### src/rtl/core_fsm_ctrl_pkg.sv
// Shared definitions for the keypad / SPI-display controller family.
// Latency: n/a (types, constants and pure functions only).
// Backpressure: n/a.
package core_fsm_ctrl_pkg;

  // Defaults for the interface codes shared with keyin_counter and display
  localparam int         VALUE_W_DEF   = 16;
  localparam logic [2:0] KEY_ENTER_DEF = 3'd5;
  localparam logic [5:0] DISP_IDLE_DEF = 6'h00;
  localparam logic [5:0] DISP_DONE_DEF = 6'h3F;

  // Controller states
  typedef enum logic [2:0] {
    IDLE  = 3'd0,
    ENTRY = 3'd1,
    CHECK = 3'd2,
    LOAD  = 3'd3,
    WAIT  = 3'd4,
    RUN   = 3'd5,
    DONE  = 3'd6,
    CLEAR = 3'd7
  } state_t;

  // Commands driven to keyin_counter
  typedef enum logic [1:0] {
    OP_IDLE   = 2'b00,
    OP_ACCEPT = 2'b01,
    OP_HOLD   = 2'b10,
    OP_RSVD   = 2'b11
  } core_op_t;

  // Control outputs bundled so they can be decoded and registered together
  typedef struct packed {
    logic     off;
    core_op_t op;
    logic     set;
    logic     start;
  } ctrl_out_t;

  localparam ctrl_out_t CTRL_RESET = '{off: 1'b1, op: OP_IDLE, set: 1'b0, start: 1'b0};

  // A nibble is a legal BCD digit when it is 0..9
  function automatic logic nibble_is_bcd(input logic [3:0] nib);
    return (nib <= 4'd9);
  endfunction

endpackage

### src/rtl/core_fsm_ctrl_bcd_check.sv
// Flags whether every 4-bit digit of the value is a legal BCD digit (0..9).
// Latency: combinational, zero cycles.
// Backpressure: none; pure function of the input.
module core_fsm_ctrl_bcd_check
  import core_fsm_ctrl_pkg::*;
#(
  parameter int VALUE_W = VALUE_W_DEF
) (
  input  logic [VALUE_W-1:0] value,
  output logic               valid
);

  localparam int NIBBLES = VALUE_W / 4;

  // Any digit above 9 makes the whole value invalid
  always_comb begin
    valid = 1'b1;
    for (int i = 0; i < NIBBLES; i++) begin
      if (!nibble_is_bcd(value[i*4 +: 4])) begin
        valid = 1'b0;
      end
    end
  end

endmodule

### src/rtl/core_fsm_ctrl.sv
// Sequences value entry, BCD validation, display load (one-cycle set) and display run (start level).
// Latency: registered Moore outputs; a sampled condition shows on the outputs one cycle later.
// Backpressure: waits indefinitely in ENTRY for keyin and in WAIT for the display to go idle.
module core_fsm_ctrl
  import core_fsm_ctrl_pkg::*;
#(
  parameter int         VALUE_W   = VALUE_W_DEF,
  parameter logic [2:0] KEY_ENTER = KEY_ENTER_DEF,
  parameter logic [5:0] DISP_IDLE = DISP_IDLE_DEF,
  parameter logic [5:0] DISP_DONE = DISP_DONE_DEF
) (
  input  logic               clk,
  input  logic               rst,
  input  logic               pressed,
  input  logic [2:0]         keyin_state,
  input  logic [VALUE_W-1:0] key_in_value,
  input  logic [1:0]         key_in_mode,
  input  logic [5:0]         display_state,
  output logic               off,
  output logic [1:0]         core_op,
  output logic [1:0]         core_mode,
  output logic               set,
  output logic               start,
  output logic [VALUE_W-1:0] core_value_out
);

  state_t             state;
  state_t             state_nxt;
  ctrl_out_t          out_q;
  ctrl_out_t          out_nxt;
  logic               pressed_q;
  logic               press_edge;
  logic               value_ok;
  logic               latch_en;
  logic [VALUE_W-1:0] value_q;
  logic [1:0]         mode_q;

  // A held key produces a single edge because pressed_q follows pressed every cycle
  assign press_edge = pressed & ~pressed_q;

  // Value and mode are captured only when a valid entry leaves CHECK
  assign latch_en = (state == CHECK) && value_ok;

  core_fsm_ctrl_bcd_check #(
    .VALUE_W (VALUE_W)
  ) u_bcd_check (
    .value (key_in_value),
    .valid (value_ok)
  );

  // Next-state selection; RUN gives display completion priority over a user abort
  always_comb begin
    state_nxt = state;
    case (state)
      IDLE:    state_nxt = ENTRY;
      ENTRY:   if (keyin_state == KEY_ENTER) state_nxt = CHECK;
      CHECK:   state_nxt = value_ok ? LOAD : CLEAR;
      LOAD:    state_nxt = WAIT;
      WAIT:    if (display_state == DISP_IDLE) state_nxt = RUN;
      RUN: begin
        if (display_state == DISP_DONE) begin
          state_nxt = DONE;
        end else if (press_edge) begin
          state_nxt = CLEAR;
        end
      end
      DONE:    if (press_edge) state_nxt = CLEAR;
      CLEAR:   state_nxt = ENTRY;
      default: state_nxt = IDLE;
    endcase
  end

  // Outputs are decoded from the next state so the registered copy lines up with the state register
  always_comb begin
    out_nxt = '{off: 1'b0, op: OP_HOLD, set: 1'b0, start: 1'b0};
    case (state_nxt)
      IDLE: begin
        out_nxt.off = 1'b1;
        out_nxt.op  = OP_IDLE;
      end
      ENTRY:   out_nxt.op    = OP_ACCEPT;
      CHECK:   out_nxt.op    = OP_HOLD;
      LOAD:    out_nxt.set   = 1'b1;
      WAIT:    out_nxt.op    = OP_HOLD;
      RUN:     out_nxt.start = 1'b1;
      DONE:    out_nxt.op    = OP_HOLD;
      CLEAR: begin
        out_nxt.off = 1'b1;
        out_nxt.op  = OP_IDLE;
      end
      default: begin
        out_nxt.off = 1'b1;
        out_nxt.op  = OP_IDLE;
      end
    endcase
  end

  // State, output, edge-detect and latch registers; reset overrides any operation in progress
  always_ff @(posedge clk) begin
    if (rst) begin
      state     <= IDLE;
      out_q     <= CTRL_RESET;
      pressed_q <= 1'b0;
      value_q   <= '0;
      mode_q    <= '0;
    end else begin
      state     <= state_nxt;
      out_q     <= out_nxt;
      pressed_q <= pressed;
      if (latch_en) begin
        value_q <= key_in_value;
        mode_q  <= key_in_mode;
      end
    end
  end

  assign off            = out_q.off;
  assign core_op        = out_q.op;
  assign set            = out_q.set;
  assign start          = out_q.start;
  assign core_value_out = value_q;
  assign core_mode      = mode_q;

endmodule

### config.mk
export PLATFORM = sky130hd
export DESIGN_NAME = core_fsm_ctrl
export DESIGN_NICKNAME = d
export VERILOG_FILES = /design/src/rtl/core_fsm_ctrl_pkg.sv /design/src/rtl/core_fsm_ctrl_bcd_check.sv /design/src/rtl/core_fsm_ctrl.sv
export SDC_FILE = /design/constraint.sdc
export NUM_CORES = 1
export LEC_CHECK = 0
export BUFFER_PORTS_ARGS = -buffer_cell sky130_fd_sc_hd__buf_2
export CAP_MARGIN = 20
export CORE_ASPECT_RATIO = 0.8
export CORE_MARGIN = 5
export CORE_UTILIZATION = 45
export DETAILED_ROUTE_END_ITERATION = 8
export HOLD_SLACK_MARGIN = 0.03
export PLACE_DENSITY = 0.77
export SYNTH_ARGS = -nofsm -noshare
export SYNTH_HDL_FRONTEND = slang
export SYNTH_SLANG_ARGS = --single-unit
### constraint.sdc
create_clock -name clk -period 1.57 [get_ports clk]
set_input_delay 0.2355 -clock clk [delete_from_list [all_inputs] [get_ports clk]]
set_output_delay 0.2355 -clock clk [all_outputs]
set_load 0.01 [all_outputs]
After elaboration in Yosys (flattened, before gate mapping)

Cells that the tools add are included.

Bits in registers: 27
Input bits: 30
Output and inout bits: 23
Word-level logic and storage cells: 47

$lt $le $gt $ge: 4
Eq/ne operators: 13
Mux-type cells: 14
Bitwise logic cells: 2
Reduce and logical (&&, ||, !) cells: 6

Operators by type and width:

| operator                                       | number |
|---|---|
| == test 3 bit (second input constant)          | 7 |
| one-hot mux 3 bit (7 select lines)             | 1 |
| <= comparator 4 bit (second input constant)    | 4 |
| two-way mux 3 bit                              | 5 |
| == test 3 x 2 -> 1 bit (second input constant) | 3 |
| two-way mux 1 bit                              | 7 |
| == test 3 x 1 -> 1 bit (second input constant) | 2 |
| == test 6 bit (second input constant)          | 1 |
| zero test 3 bit                                | 2 |
| zero test 6 bit                                | 1 |
| one-hot mux 2 bit (2 select lines)             | 1 |
| OR reduction 2 bit                             | 2 |
| bitwise AND 1 bit                              | 1 |
| logical AND 1 bit                              | 1 |
| NOT 1 bit                                      | 1 |

Depth between registers and ports, before layout

Word-level depth: 10
Depth in mapped cells: 7
Mapped depth without buffers: 5

Hierarchy

From an unflattened synthesis, not the netlist that was laid out.

Cell total of the unflattened synthesis: 134
Area, all modules: 1103.6 um2

Modules (own cells, without submodules):

| module                  | times used | cells each | area each (um2) | seq. area each (um2) |
|---|---|---|---|---|
| core_fsm_ctrl           | 1          | 129        | 1074.8          | 540.5 |
| core_fsm_ctrl_bcd_check | 1          | 5          | 28.8            | 0.0 |

Worst setup path before layout

OpenSTA, ideal clock, no wires.

Kind: register to register
From: register state[0]
To: register out_q (netlist bit off)
Setup time: 0.115 ns
Arrival time: 1.182 ns
Path slack: 0.273 ns
Cell stages (with the launch flop): 5
Clock period less this slack: 1.297 ns
Path through: dfxtp_1 inv_2 o41ai_1 a31oi_1 a31o_1

Word-level cells in the longest chain between the ends: 6
Elaborated cells between the ends (all ways): 18
Those cells by class: eq/ne (8); mux (6); reduce/logical (4)

Ends and longest elaborated chain:

| element                                                                  | line                 | RTL |
|---|---|---|
| start: declaration                                                       | core_fsm_ctrl.sv:27  | `state_t state;` |
| start signal: assignment                                                 | core_fsm_ctrl.sv:107 | `state <= state_nxt;` |
| == test 3 bit (tied with other cells)                                    | core_fsm_ctrl.sv:54  | `case (state)` |
| OR reduction 2 bit (no line) / two-way mux 3 bit (equally long branches) | -                    |  |
| one-hot mux 3 bit (7 select lines) *                                     | core_fsm_ctrl.sv:54  |  |
| == test 3 bit / zero test 3 bit (equally long branches)                  | core_fsm_ctrl.sv:76  | `case (state_nxt)` |
| OR reduction 2 bit (no line) *                                           | -                    |  |
| two-way mux 1 bit *                                                      | core_fsm_ctrl.sv:76  |  |
| end signal: assignment                                                   | core_fsm_ctrl.sv:108 | `out_q <= out_nxt;` |
| end: declaration                                                         | core_fsm_ctrl.sv:29  | `ctrl_out_t out_q;` |

Mark *: on every way between the ends. The rest lies on a longest branch, timed or not.
A chain may end at the register's enable or synchronous reset.

Final worst setup path

From: register state[1]
To: register out_q (netlist bit core_op[0])

Word-level cells in the longest chain between the ends: 6
Elaborated cells between the ends (all ways): 19
Those cells by class: eq/ne (9); mux (6); reduce/logical (4)

Ends and longest elaborated chain:

| element                                                                  | line |
|---|---|
| == test 3 bit (tied with other cells)                                    | core_fsm_ctrl.sv:54 |
| OR reduction 2 bit (no line) / two-way mux 3 bit (equally long branches) | - |
| one-hot mux 3 bit (7 select lines) *                                     | core_fsm_ctrl.sv:54 |
| == test 3 bit / zero test 3 bit (equally long branches)                  | core_fsm_ctrl.sv:76 |
| OR reduction 2 bit (no line)                                             | - |
| one-hot mux 2 bit (2 select lines) *                                     | core_fsm_ctrl.sv:76 |

Marked as above.

==> results.py <==
metrics = {
    "placed_design": {
        "dp_hpwl_um": 2030,
        "dp_slack_ps": 80.8,
        "port_buffers": 52,
        "place.gp.congestion": 0.746,
    },
    "finish": {
        "final_nets": 201,
        "syn2layout_area_growth_pct": 27.0,
        "diodes": 0,
        "final_common_cell": "buf_2",
        "layout-drive-gt1-share_pct": 39.4,
        "n_fill_cell": 232,
        "final_cell_mix": "buf_2, dfxtp_1, nor2_1",
    },
    "timing": {
        "finalHoldViolations": 0,
        "fmax_mhz": 711,
        "setup_violations": 0,
        "relSlewSlack_pct": 70.8,
        "setup_ws_ps": 164,
        "rsz0062_at_grt": "false",
        "tightest_slew_ps": 438,
        "skew_ps": 2.18,
        "finalCriticalPeriod_ps": 1410,
        "min_period_over_period_pct": 89.5,
        "final-max-slew-violation-count": 0,
        "tns_ps": 0,
    },
    "run_status": {
        "status": "finished, final reports clean",
    },
    "worst_setup_path": {
        "slowest_stage": "dfxtp_1",
        "path_cells": "nor3_1 -> a32oi_1 -> a31oi_2 -> nand3b_1 -> nor2_1",
        "r2r.worst_path.cells": 5,
        "r2r_start": "state[1]",
        "reg2reg_slack_ps": 160,
        "path_class": "reg -> reg",
        "start_kind": "register",
        "cp.arrival_ps": 1670,
        "critPathRequiredTime_ps": 1840,
        "crit_fanout": 12,
        "timing.rr.end": "core_op[0]",
        "cpPeakStageDelay_ps": 450,
        "setup.worst_path.end_class": "register",
    },
    "floorplan": {
        "die_h_um": 55.3,
        "num_io_pins": 53,
        "die_w_um": 66.6,
        "fp.coreArea_um2": 2440,
        "start_util_pct": 47.2,
        "dieArea_um2": 3680,
        "num_rows": 16,
    },
    "routing": {
        "drt_wl_total_um": 2590,
        "vias": 1024,
        "viasPerCell": 4.97,
        "drc": 0,
        "wl_per_cell_um": 12.6,
        "antenna_left": 0,
        "drtPass1Iterations": 5,
        "drt_iter0_markers": 45,
    },
    "grt": {
        "grt_pass1_wl_um": 4290,
        "grt_use_total_pct": 14.3,
        "antenna_found_initial": 0,
        "grt_max_degree": 26,
        "grt_pass1_vias": 991,
        "grt-ovfl-total": 0,
    },
    "cts": {
        "clk-insertion-delay-late_ps": 320,
        "htreeDepth": 1,
        "cts.hold.buffers_added": 0,
        "cts_root_buffer": "clkbuf_4",
        "cts_tree": "done",
        "clkTransAtPathRegs_ps": 140,
        "clock_path_buffers": 2,
        "cts_buffers": 3,
        "clkSinkCount": 27,
    },
    "pwr": {
        "sequentialPowerShare_pct": 62.2,
        "ir_drop_mv": 0.531,
        "p_sw_share_pct": 24.5,
        "powerDensity_nw_per_um2": 776,
        "leakagePower_nw": 0.791,
        "p_int_w": 0.000858,
        "power.switching_w": 0.000278,
        "power_frac_clock_pct": 26.2,
        "p_comb_share_pct": 11.5,
    },
    "min_path": {
        "min_from": "key_in_mode[1]",
        "min_to": "core_mode[1]",
        "hold_path_depth": 3,
        "min_path_type": "in -> reg",
    },
    "synth": {
        "synthDistinctLibCells": 32,
        "syn_avg_cell_area_um2": 9.85,
        "synth_seq_area_share_pct": 46.9,
        "ys_warn_count": 0,
        "synthesis.instances": 117,
        "syn-num-nets": 147,
        "synth_area_um2": 1150,
        "synth_seq_cells": 27,
    },
    "run": {
        "maxCapViolations": 0,
    },
}
## metal layers
| metal | GRT usage [%] | vias up | share of wire [%] |
|---|---|---|---|
| met5 | 0 | - | 0 |
| met4 | 2.90 | 0 | 0 |
| met3 | 4.87 | 0 | 8.0 |
| met2 | 22.5 | 39 | 48 |
| met1 | 19.1 | 466 | 44 |
| li1 | - | 519 | - |
## area by class of cell
type	count	area (um^2)	area share (%)
Inverter	2	7.51	0.513
Tap cell	36	45.0	3.08
Clock inverter	1	7.51	0.513
Multi-Input combinational cell	82	544	37.2
Clock buffer	3	22.5	1.54
Timing Repair Buffer	55	295	20.2
Sequential cell	27	542	37.0
## through the flow
step                      area, um^2  instances  util, %  power [W]  hold WS [ps]
after floorplan                 1150        117        -   0.000788           305
after global placement          1430        202     58.4   0.000847           469
after detailed placement        1430        202     58.4   0.000851           475
after CTS                       1460        206     59.6    0.00115           118
after global routing            1460        206     59.9    0.00120           134
final                           1460        206     59.9    0.00114           132
## cell families (layout without fill, tap and decap cells)
kind of cell	count (synthesis)	in the layout	synth area share, %
compound gates	19	19	10.6
buf+inv	8	61	6.41
flops	27	27	46.9
mux	18	18	15.6
simple gates	45	45	20.4
## worst max-delay path, delay by kind of cell (launching register included)
kind | cells | cell delay, ps
compound gates | 2 | 420
flops | 1 | 450
simple gates | 3 | 480
## sequential cells by signal, indices dropped and copies added, names as in the netlist
signal / count
pressed_q: 1
core_op: 2
state: 3
core_mode: 2
start: 1
off: 1
core_value_out: 16
set: 1
## power groups by stage
stage	clock network [W]	registers [W]	logic, W
after global routing	0.000341	0.000709	0.000147
after detailed placement	0	0.000722	0.000130
after CTS	0.000315	0.000707	0.000130
final	0.000298	0.000707	0.000131
after global placement	0	0.000721	0.000126
after floorplan	0	0.000726	0.0000618
## cells in the mapped netlist (all sizes together)
master       instances  area, um^2
nor3                 2        10.0
a21o                 1        8.76
nand2b               1        6.26
nand3b               3        22.5
a32oi                1        8.76
clkbuf               1        3.75
inv                  2        7.50
a221o                1        10.0
dlygate4sd1          1        8.76
nor2b                2        12.5
a21oi                4        20.0
nand3                3        20.0
a31oi                1        6.26
nand4                1        6.26
buf                  4        53.8
nor4                 1        6.26
nor2                26         114
and4                 1        11.3
dfxtp               27         541
mux2i               18         180
o211ai               1        7.51
o41ai                1        8.76
nand2                4        15.0
a31o                 2        17.5
nand4bb              1        11.3
o21ai                7        35.0
## how the worst max path moves through the flow
stage	start	endpoint	slack, ps	cells after the start
after floorplan	state[0]	off	270	4
after global placement	key_in_value[1]	core_value_out[4]	150	7
after detailed placement	key_in_value[5]	core_value_out[7]	80	7
after CTS	state[2]	core_mode[0]	110	6
after global routing	state[1]	start	60	5
final	state[1]	core_op[0]	160	5
## repair_timing
| item | 4_1_cts | 5_1_grt |
|---|---|---|
| setup endpoints to repair | 0 | 2 |
| buffers inserted | 0 | 0 |
| resized for setup | 0 | 2 |
Power figures use the tool's default switching activity.
